==> src/rtl/fpu_mul_pkg.sv <==
// Shared types and constants for the binary32 multiply sequencer.
package fpu_mul_pkg;

    typedef enum logic [2:0] {
        ST_IDLE,
        ST_CHECK,
        ST_MUL,
        ST_NORM,
        ST_ROUND,
        ST_DONE
    } state_e;

    localparam int          MUL_CYCLES = 24;
    localparam logic [9:0]  BIAS_ADJ   = 10'h381;
    localparam int          EXP_MAX    = 255;
    localparam logic [31:0] QNAN       = 32'h7FC0_0000;

    localparam int SIGN_BIT = 31;
    localparam int EXP_HI   = 30;
    localparam int EXP_LO   = 23;
    localparam int MAN_HI   = 22;
    localparam int MAN_LO   = 0;

endpackage

==> src/rtl/fp_mul_sequencer_if.sv <==
// Operand/result handshake bundle between issue logic, the multiplier and writeback.
interface fp_mul_sequencer_if;
    logic        in_valid;
    logic        in_ready;
    logic [31:0] a;
    logic [31:0] b;
    logic        out_valid;
    logic        out_ready;
    logic [31:0] z;
    logic        overflow;
    logic        underflow;
    logic        invalid;

    modport master (
        output in_valid, a, b, out_ready,
        input  in_ready, out_valid, z, overflow, underflow, invalid
    );

    modport slave (
        input  in_valid, a, b, out_ready,
        output in_ready, out_valid, z, overflow, underflow, invalid
    );
endinterface

==> src/rtl/fp_mul_exp_add.sv <==
// Biased exponent sum (Ea+Eb-127 as 10-bit two's complement) and zero-exponent detects.
module fp_mul_exp_add
    import fpu_mul_pkg::*;
(
    input  logic [7:0] ea,
    input  logic [7:0] eb,
    output logic [9:0] exp_sum,
    output logic       a_zero,
    output logic       b_zero
);

    assign exp_sum = {2'b00, ea} + {2'b00, eb} + BIAS_ADJ;
    assign a_zero  = (ea == 8'd0);
    assign b_zero  = (eb == 8'd0);

endmodule

==> src/rtl/fp_mul_sequencer.sv <==
// Multi-cycle binary32 multiplier: special-operand screen, 24-step shift-add, normalize, RNE.
//   state | meaning
//   IDLE  | ready for an operand pair
//   CHECK | sign/exponent sum, special-operand screen
//   MUL   | one multiplier bit per cycle into the accumulator
//   NORM  | align product, extract mantissa/guard/sticky
//   ROUND | round-to-nearest-even, overflow/underflow clamp
//   DONE  | result held until out_ready
module fp_mul_sequencer
    import fpu_mul_pkg::*;
(
    input  logic              clk,
    input  logic              rst_n,
    fp_mul_sequencer_if.slave bus
);

    localparam logic [4:0] CNT_LAST = 5'(MUL_CYCLES - 1);

    state_e      state_q, state_d;
    logic [31:0] a_q, a_d, b_q, b_d;
    logic        sign_q, sign_d;
    logic [9:0]  exp_q, exp_d;
    logic [23:0] mcand_q, mcand_d;
    logic [47:0] acc_q, acc_d;
    logic [4:0]  cnt_q, cnt_d;
    logic [22:0] man_q, man_d;
    logic        guard_q, guard_d, sticky_q, sticky_d;
    logic [31:0] z_q, z_d;
    logic        ovf_q, ovf_d, unf_q, unf_d, inv_q, inv_d;

    logic [9:0]  exp_sum;
    logic        a_zero, b_zero, a_nan, b_nan, a_inf, b_inf, special;
    logic [24:0] add_sum;
    logic        round_inc;
    logic [23:0] man_rnd;
    logic [9:0]  exp_rnd;

    fp_mul_exp_add u_exp_add (
        .ea      (a_q[EXP_HI:EXP_LO]),
        .eb      (b_q[EXP_HI:EXP_LO]),
        .exp_sum (exp_sum),
        .a_zero  (a_zero),
        .b_zero  (b_zero)
    );

    assign a_nan   = (a_q[EXP_HI:EXP_LO] == 8'hFF) && (a_q[MAN_HI:MAN_LO] != 23'd0);
    assign b_nan   = (b_q[EXP_HI:EXP_LO] == 8'hFF) && (b_q[MAN_HI:MAN_LO] != 23'd0);
    assign a_inf   = (a_q[EXP_HI:EXP_LO] == 8'hFF) && (a_q[MAN_HI:MAN_LO] == 23'd0);
    assign b_inf   = (b_q[EXP_HI:EXP_LO] == 8'hFF) && (b_q[MAN_HI:MAN_LO] == 23'd0);
    assign special = a_nan | b_nan | a_inf | b_inf | a_zero | b_zero;

    // Right-shifting product register: upper half accumulates, lower half holds the multiplier.
    assign add_sum   = {1'b0, acc_q[47:24]} + (acc_q[0] ? {1'b0, mcand_q} : 25'd0);
    assign round_inc = guard_q & (sticky_q | man_q[0]);
    assign man_rnd   = {1'b0, man_q} + {23'd0, round_inc};
    assign exp_rnd   = exp_q + {9'd0, man_rnd[23]};

    always_ff @(posedge clk or negedge rst_n) begin
        if (!rst_n) state_q <= ST_IDLE;
        else        state_q <= state_d;
    end

    always_comb begin
        state_d = state_q;
        case (state_q)
            ST_IDLE:  if (bus.in_valid) state_d = ST_CHECK;
            ST_CHECK: state_d = special ? ST_DONE : ST_MUL;
            ST_MUL:   if (cnt_q == CNT_LAST) state_d = ST_NORM;
            ST_NORM:  state_d = ST_ROUND;
            ST_ROUND: state_d = ST_DONE;
            ST_DONE:  if (bus.out_ready) state_d = ST_IDLE;
            default:  state_d = ST_IDLE;
        endcase
    end

    always_comb begin
        bus.in_ready  = (state_q == ST_IDLE);
        bus.out_valid = (state_q == ST_DONE);
        bus.z         = z_q;
        bus.overflow  = ovf_q;
        bus.underflow = unf_q;
        bus.invalid   = inv_q;
    end

    always_comb begin
        a_d      = a_q;
        b_d      = b_q;
        sign_d   = sign_q;
        exp_d    = exp_q;
        mcand_d  = mcand_q;
        acc_d    = acc_q;
        cnt_d    = cnt_q;
        man_d    = man_q;
        guard_d  = guard_q;
        sticky_d = sticky_q;
        z_d      = z_q;
        ovf_d    = ovf_q;
        unf_d    = unf_q;
        inv_d    = inv_q;
        case (state_q)
            ST_IDLE: begin
                if (bus.in_valid) begin
                    a_d = bus.a;
                    b_d = bus.b;
                end
            end
            ST_CHECK: begin
                sign_d  = a_q[SIGN_BIT] ^ b_q[SIGN_BIT];
                exp_d   = exp_sum;
                mcand_d = {1'b1, a_q[MAN_HI:MAN_LO]};
                acc_d   = {24'd0, 1'b1, b_q[MAN_HI:MAN_LO]};
                cnt_d   = 5'd0;
                ovf_d   = 1'b0;
                unf_d   = 1'b0;
                inv_d   = 1'b0;
                if (a_nan || b_nan) begin
                    z_d = QNAN;
                end else if ((a_inf && b_zero) || (b_inf && a_zero)) begin
                    z_d   = QNAN;
                    inv_d = 1'b1;
                end else if (a_inf || b_inf) begin
                    z_d = {a_q[SIGN_BIT] ^ b_q[SIGN_BIT], 8'hFF, 23'd0};
                end else if (a_zero || b_zero) begin
                    z_d = {a_q[SIGN_BIT] ^ b_q[SIGN_BIT], 31'd0};
                end
            end
            ST_MUL: begin
                acc_d = {add_sum, acc_q[23:1]};
                cnt_d = (cnt_q == CNT_LAST) ? 5'd0 : cnt_q + 5'd1;
            end
            ST_NORM: begin
                if (acc_q[47]) begin
                    man_d    = acc_q[46:24];
                    guard_d  = acc_q[23];
                    sticky_d = |acc_q[22:0];
                    exp_d    = exp_q + 10'd1;
                end else begin
                    man_d    = acc_q[45:23];
                    guard_d  = acc_q[22];
                    sticky_d = |acc_q[21:0];
                end
            end
            ST_ROUND: begin
                if ($signed(exp_rnd) >= $signed(10'(EXP_MAX))) begin
                    z_d   = {sign_q, 8'hFF, 23'd0};
                    ovf_d = 1'b1;
                end else if ($signed(exp_rnd) <= $signed(10'd0)) begin
                    z_d   = {sign_q, 31'd0};
                    unf_d = 1'b1;
                end else begin
                    z_d = {sign_q, exp_rnd[7:0], man_rnd[22:0]};
                end
            end
            default: ;
        endcase
    end

    always_ff @(posedge clk or negedge rst_n) begin
        if (!rst_n) begin
            a_q      <= '0;
            b_q      <= '0;
            sign_q   <= 1'b0;
            exp_q    <= '0;
            mcand_q  <= '0;
            acc_q    <= '0;
            cnt_q    <= '0;
            man_q    <= '0;
            guard_q  <= 1'b0;
            sticky_q <= 1'b0;
            z_q      <= '0;
            ovf_q    <= 1'b0;
            unf_q    <= 1'b0;
            inv_q    <= 1'b0;
        end else begin
            a_q      <= a_d;
            b_q      <= b_d;
            sign_q   <= sign_d;
            exp_q    <= exp_d;
            mcand_q  <= mcand_d;
            acc_q    <= acc_d;
            cnt_q    <= cnt_d;
            man_q    <= man_d;
            guard_q  <= guard_d;
            sticky_q <= sticky_d;
            z_q      <= z_d;
            ovf_q    <= ovf_d;
            unf_q    <= unf_d;
            inv_q    <= inv_d;
        end
    end

endmodule

==> src/flat_wrapper.sv <==
// flat-port wrapper written by rule: the top's interface ports become plain ports
module fp_mul_sequencer_flat import fpu_mul_pkg::*;
  (clk, rst_n, bus_in_valid, bus_a, bus_b, bus_out_ready, bus_in_ready, bus_out_valid, bus_z, bus_overflow, bus_underflow, bus_invalid);
  fp_mul_sequencer_if bus_i ();
  input  logic clk;
  input  logic rst_n;
  input wire logic [$bits(bus_i.in_valid)-1:0] bus_in_valid;
  input wire logic [$bits(bus_i.a)-1:0] bus_a;
  input wire logic [$bits(bus_i.b)-1:0] bus_b;
  input wire logic [$bits(bus_i.out_ready)-1:0] bus_out_ready;
  output wire logic [$bits(bus_i.in_ready)-1:0] bus_in_ready;
  output wire logic [$bits(bus_i.out_valid)-1:0] bus_out_valid;
  output wire logic [$bits(bus_i.z)-1:0] bus_z;
  output wire logic [$bits(bus_i.overflow)-1:0] bus_overflow;
  output wire logic [$bits(bus_i.underflow)-1:0] bus_underflow;
  output wire logic [$bits(bus_i.invalid)-1:0] bus_invalid;
  assign bus_i.in_valid = bus_in_valid;
  assign bus_i.a = bus_a;
  assign bus_i.b = bus_b;
  assign bus_i.out_ready = bus_out_ready;
  assign bus_in_ready = bus_i.in_ready;
  assign bus_out_valid = bus_i.out_valid;
  assign bus_z = bus_i.z;
  assign bus_overflow = bus_i.overflow;
  assign bus_underflow = bus_i.underflow;
  assign bus_invalid = bus_i.invalid;
  fp_mul_sequencer u_core (.clk(clk), .rst_n(rst_n), .bus(bus_i));
endmodule
==> config.mk <==
export PLATFORM = sky130hd
export DESIGN_NAME = fp_mul_sequencer_flat
export DESIGN_NICKNAME = d
export VERILOG_FILES = /design/src/rtl/fpu_mul_pkg.sv /design/src/rtl/fp_mul_sequencer_if.sv /design/src/rtl/fp_mul_exp_add.sv /design/src/rtl/fp_mul_sequencer.sv /design/src/flat_wrapper.sv
export SDC_FILE = /design/constraint.sdc
export NUM_CORES = 1
export LEC_CHECK = 0
export CAP_MARGIN = 30
export CELL_PAD_IN_SITES_DETAIL_PLACEMENT = 1
export CELL_PAD_IN_SITES_GLOBAL_PLACEMENT = 2
export CORE_MARGIN = 1
export CORE_UTILIZATION = 30
export CTS_CLUSTER_SIZE = 30
export DETAILED_ROUTE_END_ITERATION = 7
export PLACE_DENSITY_LB_ADDON = 0.1
export SYNTH_ARGS = -nofsm -noshare
export SYNTH_HDL_FRONTEND = slang
export SYNTH_HIERARCHICAL = 1
export SYNTH_SLANG_ARGS = --single-unit
==> constraint.sdc <==
create_clock -name clk -period 4.1 [get_ports clk]
set_input_delay 0.41 -clock clk [delete_from_list [all_inputs] [get_ports clk]]
set_output_delay 0.41 -clock clk [all_outputs]
set_load 0.005 [all_outputs]
Word-level counts from Yosys, hierarchy flattened:

Index checks and enable logic that the tools add are counted.
Widths: inputs -> output; s select.

* add/sub/neg operators: 7
* $lt $le $gt $ge: 2
* equality and inequality tests: 16
* muxes and demuxes: 28
* bitwise logic cells: 8
* reduce and logical (&&, ||, !) cells: 28

Operator list (number)
* $mux 32: 4
* $pmux 48 s2: 1
* $pmux 32 s2: 1
* $mux 31: 2
* $logic_not 23->1: 2
* $reduce_bool 23->1: 2
* $add 24x25->25: 1
* $add 23x1->24: 1
* $mux 24: 1
* $mux 23: 1
* $reduce_or 23->1: 1
* $reduce_or 22->1: 1
* $pmux 10 s2: 1
* $pmux 3 s6: 1
* $eq 8x8->1 const B: 2
* $logic_not 8->1: 2
* $mux 3: 4
* $add 10x1->10: 1
* $add 10x1->10 const B: 1
* $add 10x10->10 const B: 1
* $ge 10x9->1 const B: 1
* $le 10x1->1 const B: 1
* $mux 10: 1
* $pmux 5 s2: 1
* other kinds (21): 54

* register bits after elaboration: 215
* bits of input ports: 68
* output and inout port bits: 37
* word-level logic and storage cells: 104

Logic depth before layout (Yosys ltp):

* word-level depth: 9
* gate-level depth with buffers: 15

Hierarchy:

Netlist, hierarchy kept.

By module, submodules not included
* fp_mul_sequencer: instances 1, cells an instance 1138, area each 10953.0 um^2, seq. area each 5380.2 um^2
* fp_mul_exp_add: instances 1, cells an instance 57, area each 466.7 um^2, seq. area each 0.0 um^2

Worst setup path after synthesis:

No wires, ideal clock.

* path type: reg2reg
* start: register u_core.man_q[0]
* end: register u_core.z_q[14], in the netlist u_core/bus.z[14]
* library setup time: 0.076 ns
* arrival: 2.909 ns
* required time: 4.024 ns
* setup slack: 1.115 ns
* cell stages (with the launch flop): 15
* buffers on the path: 2
* clock period less this slack: 2.985 ns
* path through: dfrtp_1 -> and2_1 -> and3_1 -> clkbuf_1 -> nand3_1 -> nor4_1 -> ha_1 -> ha_1 -> nand3_1 -> nor2_1 -> xnor2_1 -> o31ai_1 -> or3_1 -> buf_4 -> o21ai_1

* word-level cells in the longest chain between the ends: 8

Ends and longest elaborated chain
* from (decl): RTL line fp_mul_sequencer.sv:26 `logic [22:0] man_q, man_d;`
* from (signal assigned): RTL line fp_mul_sequencer.sv:182 `man_q <= man_d;`
* $or 1x1->1: RTL line fp_mul_sequencer.sv:54 `assign round_inc = guard_q & (sticky_q | man_q[0]);`
* $and 1x1->1: RTL line fp_mul_sequencer.sv:54
* $add 23x1->24 *: RTL line fp_mul_sequencer.sv:55 `assign man_rnd = {1'b0, man_q} + {23'd0, round_inc};`
* $add 10x1->10: RTL line fp_mul_sequencer.sv:56 `assign exp_rnd = exp_q + {9'd0, man_rnd[23]};`
* $le 10x1->1: RTL line fp_mul_sequencer.sv:147 `end else if ($signed(exp_rnd) <= $signed(10'd0)) begin`
* $mux 31: RTL line fp_mul_sequencer.sv:147
* $mux 31 *: RTL line fp_mul_sequencer.sv:144 `if ($signed(exp_rnd) >= $signed(10'(EXP_MAX))) begin`
* $pmux 32 s2 *: RTL line fp_mul_sequencer.sv:100 `case (state_q)`
* to (signal assigned): RTL line fp_mul_sequencer.sv:185 `z_q <= z_d;`
* to (decl): RTL line fp_mul_sequencer.sv:28 `logic [31:0] z_q, z_d;`

Every way passes the cells marked *; elsewhere a longest branch is shown, timed or not.
A chain may end at the register's enable or synchronous reset.

Final worst setup path:

* start: register u_core.man_q[3]
* end: register u_core.z_q[7], in the netlist u_core/bus.z[7]

* word-level cells in the longest chain between the ends: 6

Ends and longest elaborated chain (RTL line)
* $add 23x1->24 *: fp_mul_sequencer.sv:55
* $add 10x1->10: fp_mul_sequencer.sv:56
* $le 10x1->1: fp_mul_sequencer.sv:147
* $mux 31: fp_mul_sequencer.sv:147
* $mux 31 *: fp_mul_sequencer.sv:144
* $pmux 32 s2 *: fp_mul_sequencer.sv:100

Marks and branches as above.

==> summary.md <==
| Metric | Value |
|---|---|
| Synth top area cells | `dfrtp_1, nand2_1, mux2_2` |
| Wirelength per Cell | `between 15 and 20 um` |
| Yosys top cell by area | `dfrtp_1` |
| Endpoint type of the worst setup path | `flip-flop` |
| HP Class | `flip-flop to flip-flop` |
| Syn avg cell area | `~9.6 sq um` |
| Seq/Total Area, Yosys | `a little under half` |
| Hold WS | `roughly 0.46 ns` |
| Synth top cells by count | `dfrtp_1, nand2_1, nor2_1, a21oi_1, mux2_2` |
| Crit-path max cell delay | `0.53 ns` |
| Routability cong. | `approximately 0.8` |
| Die area | `~39000 sq um` |
| CTS tree | `done` |
| Critical Path Fanout Max | `23` |
| PortBufs | `between 100 and 150` |
| Post-synth top area share | `47.1%` |
| Vias in the first global route | `9215` |
| Final setup margin | `about 0.53 ns` |
| Minimum clock period | `~3.6 ns` |
| Antenna violations before repair | `0` |
| Ys async rst share | `100%` |
| Syn_nets | `about 1300` |
| Total grt overflow | `0` |
| # IOs | `about 110` |
| Hold Violations, Final | `0` |
| Via count | `between 8000 and 9000` |
| Post-Route Setup TNS | `0 ns` |
| Placed instance count | `approximately 1800` |
| Achievable Freq | `about 280 MHz` |
| FILL cells | `around 4300` |
| First-pass GRT wire length | `51900 um` |
| Highest-delay cell along the critical path | `nor4_1` |
| Period Utilization, post-route | `a little under 90%` |
| Maximum resistive drop on vdd | `approximately 0.00038 V` |
| Overall Power | `11.3 mW` |
| ANT nets after route | `0` |
| Root Buffer | `clkbuf_16` |
| Layout area overhead | `21.6%` |
| DP HPWL | `around 23000 um` |
| EDFF count, synth | `0` |
| H-tree depth | `1` |
| Initial DRC count | `roughly 370` |
| Total Routing Usage GR | `between 10% and 20%` |
| Initial Utilization | `30.4%` |
| Die Ht | `about 200 um` |
| Skew final | `0.0233 ns` |
| Die extent in x | `slightly below 200 um` |
| Layout cells sized above 1 | `a little over a tenth` |
| Clock Path Buffers | `3` |
| DRC viols | `0` |
| Syn Std Cell Area | `11400 sq um` |
| Fin util | `a little under two fifths` |
| Drt first pass iters | `4` |
| Worst setup SP type | `flip-flop` |
| Max Slew Vio Count | `0` |
| Critical path class | `flip-flop to flip-flop` |
| Final #Nets | `1402` |
| Largest net degree at the start of global routing | `97` |
| Final Setup Violations | `0` |
| Clock buffer count from CTS | `27` |
| Max Cap Viol | `0` |
| Pleak | `5.85 nW` |
| Synth cell types | `70` |
| Total wire length | `around 31000 um` |
| Design Area, Final | `between 10000 and 15000 sq um` |
| DR vias/cell | `between 4 and 5` |
| Final non-filler cell total | `roughly 1800` |
| Post-Synthesis Cells | `around 1200` |
| N_diodes | `0` |
| Post-place instance area | `13000 sq um` |
| Crit path DAT | `just under 4 ns` |
| Least-Margin Pin Slew | `between 0.9 and 1 ns` |
| RSZ-0062 raised after global routing | `false` |
| CP Cell Sequence | `and4_1, and2_1, nand3_1, nor4_1, ha_1, ha_1, nand3_1, nor2_2, xor2_1, nor4_1, or3_1, buf_4, o21ai_1` |
| Ys Warns | `6` |
| Clock transition at path regs | `about 0.06 ns` |
| Top_reg_cell synth | `dfrtp_1` |
| Pre-CTS setup slack | `slightly above 0.5 ns` |
| Synth Register Bits | `between 200 and 250` |
| Row count | `a little over 70` |
| Most common cell in the synthesized netlist | `dfrtp_1` |
| Result of the run | `complete, no violations` |
| Core area | `about 38000 sq um` |
| Power density cells | `811 nW/um^2` |
| Slew headroom | `37.2%` |
| CTS Sinks | `between 200 and 250` |
| Critical Path RT | `4.51 ns` |
| Clock latency on the worst-skew pair | `~0.55 ns` |
| Post-CTS resize count | `0` |
| Post-CTS Setup Repair Bufs | `0` |
-- sequential cells by signal (all words and copies together), names as in the netlist, 3 cells and up --
name            count
u_core/mcand_q     24
u_core/cnt_q        5
u_core/exp_q       10
u_core/state_q      3
u_core/b_q         32
u_core/man_q       23
u_core/bus.z       32
u_core/acc_q       48
u_core/a_q         32
-- repair_timing --
action                     4_1_cts  5_1_grt
setup endpoints to repair        0        0
hold buffers                     1        0
hold endpoints to repair        93        0
-- cells in the final DEF, fill, tap and decap left out, types with 30 or more instances in the layout --
cell | synthesis | routed
a21oi_1 | 70 | 70
and2_1 | 32 | 30
clkdlybuf4s50_1 | 0 | 103
dfrtp_1 | 215 | 215
ha_1 | 45 | 45
mux2_2 | 64 | 64
nand2_1 | 205 | 205
nor2_1 | 103 | 103
o21ai_0 | 41 | 41
o21ai_1 | 33 | 33
-- kinds of logic after synthesis --
logic type                 Yosys count  synth area share (%)
muxes                               92                  8.77
xor gates and xnor gates            52                  3.99
AOI/OAI and AO/OA                  248                  13.5
buffers and inverters               80                  2.93
adders and majority gates           47                  5.28
and+or+nand+nor                    461                  18.4
DFF                                215                  47.1
-- critical path: cells and delay by family (launching register included) --
kind	cells	cell delay, ns
adder cells (fa/ha/maj)	2	0.52
AND/OR/NAND/NOR	8	2.04
flip-flops	1	0.42
XOR/XNOR	1	0.10
AO/OA/AOI/OAI	1	0.11
buffers and inverters	1	0.26
-- path summary, 6_finish.rpt --
path	start	to	slack, ns	depth (start not counted)
hold reg to reg	u_core/mcand_q[23]$_DFFE_PN0P_	u_core/mcand_q[23]$_DFFE_PN0P_	0.46	1
setup reg to reg	u_core/man_q[3]$_DFFE_PN0P_	u_core/bus.z[7]$_DFFE_PN0P_	0.53	13
hold / removal	u_core/mcand_q[23]$_DFFE_PN0P_	u_core/mcand_q[23]$_DFFE_PN0P_	0.46	1
min in group asynchronous	rst_n	u_core/exp_q[7]$_DFFE_PN0P_	0.50	2
max in group asynchronous	rst_n	u_core/mcand_q[8]$_DFFE_PN0P_	2.62	3
setup / recovery	u_core/man_q[3]$_DFFE_PN0P_	u_core/bus.z[7]$_DFFE_PN0P_	0.53	13
-- where the power goes --
part / internal [mW] / switching (mW)
logic: 2.22 / 2.56
registers: 3.14 / 1.01
clock network: 1.42 / 0.910
total: 6.78 / 4.48
-- routing by layer --
layer	wire length (um)	track usage (%)	vias up
met5	0	0	-
met4	673	3.96	0
li1	-	-	4389
met3	782	1.91	43
met2	13400	24.8	101
met1	16500	25.5	4279
-- area by class of cell --
class | count | area (sq um) | area share (%)
Multi-Input combinational cell | 900 | 5710 | 41.2
Clock inverter | 4 | 52.6 | 0.379
Sequential cell | 215 | 5380 | 38.8
Inverter | 24 | 90.1 | 0.649
Timing Repair Buffer | 119 | 1190 | 8.54
Clock buffer | 44 | 820 | 5.90
Tap cell | 511 | 639 | 4.61
Note: power is estimated with default switching activity, not from simulation.
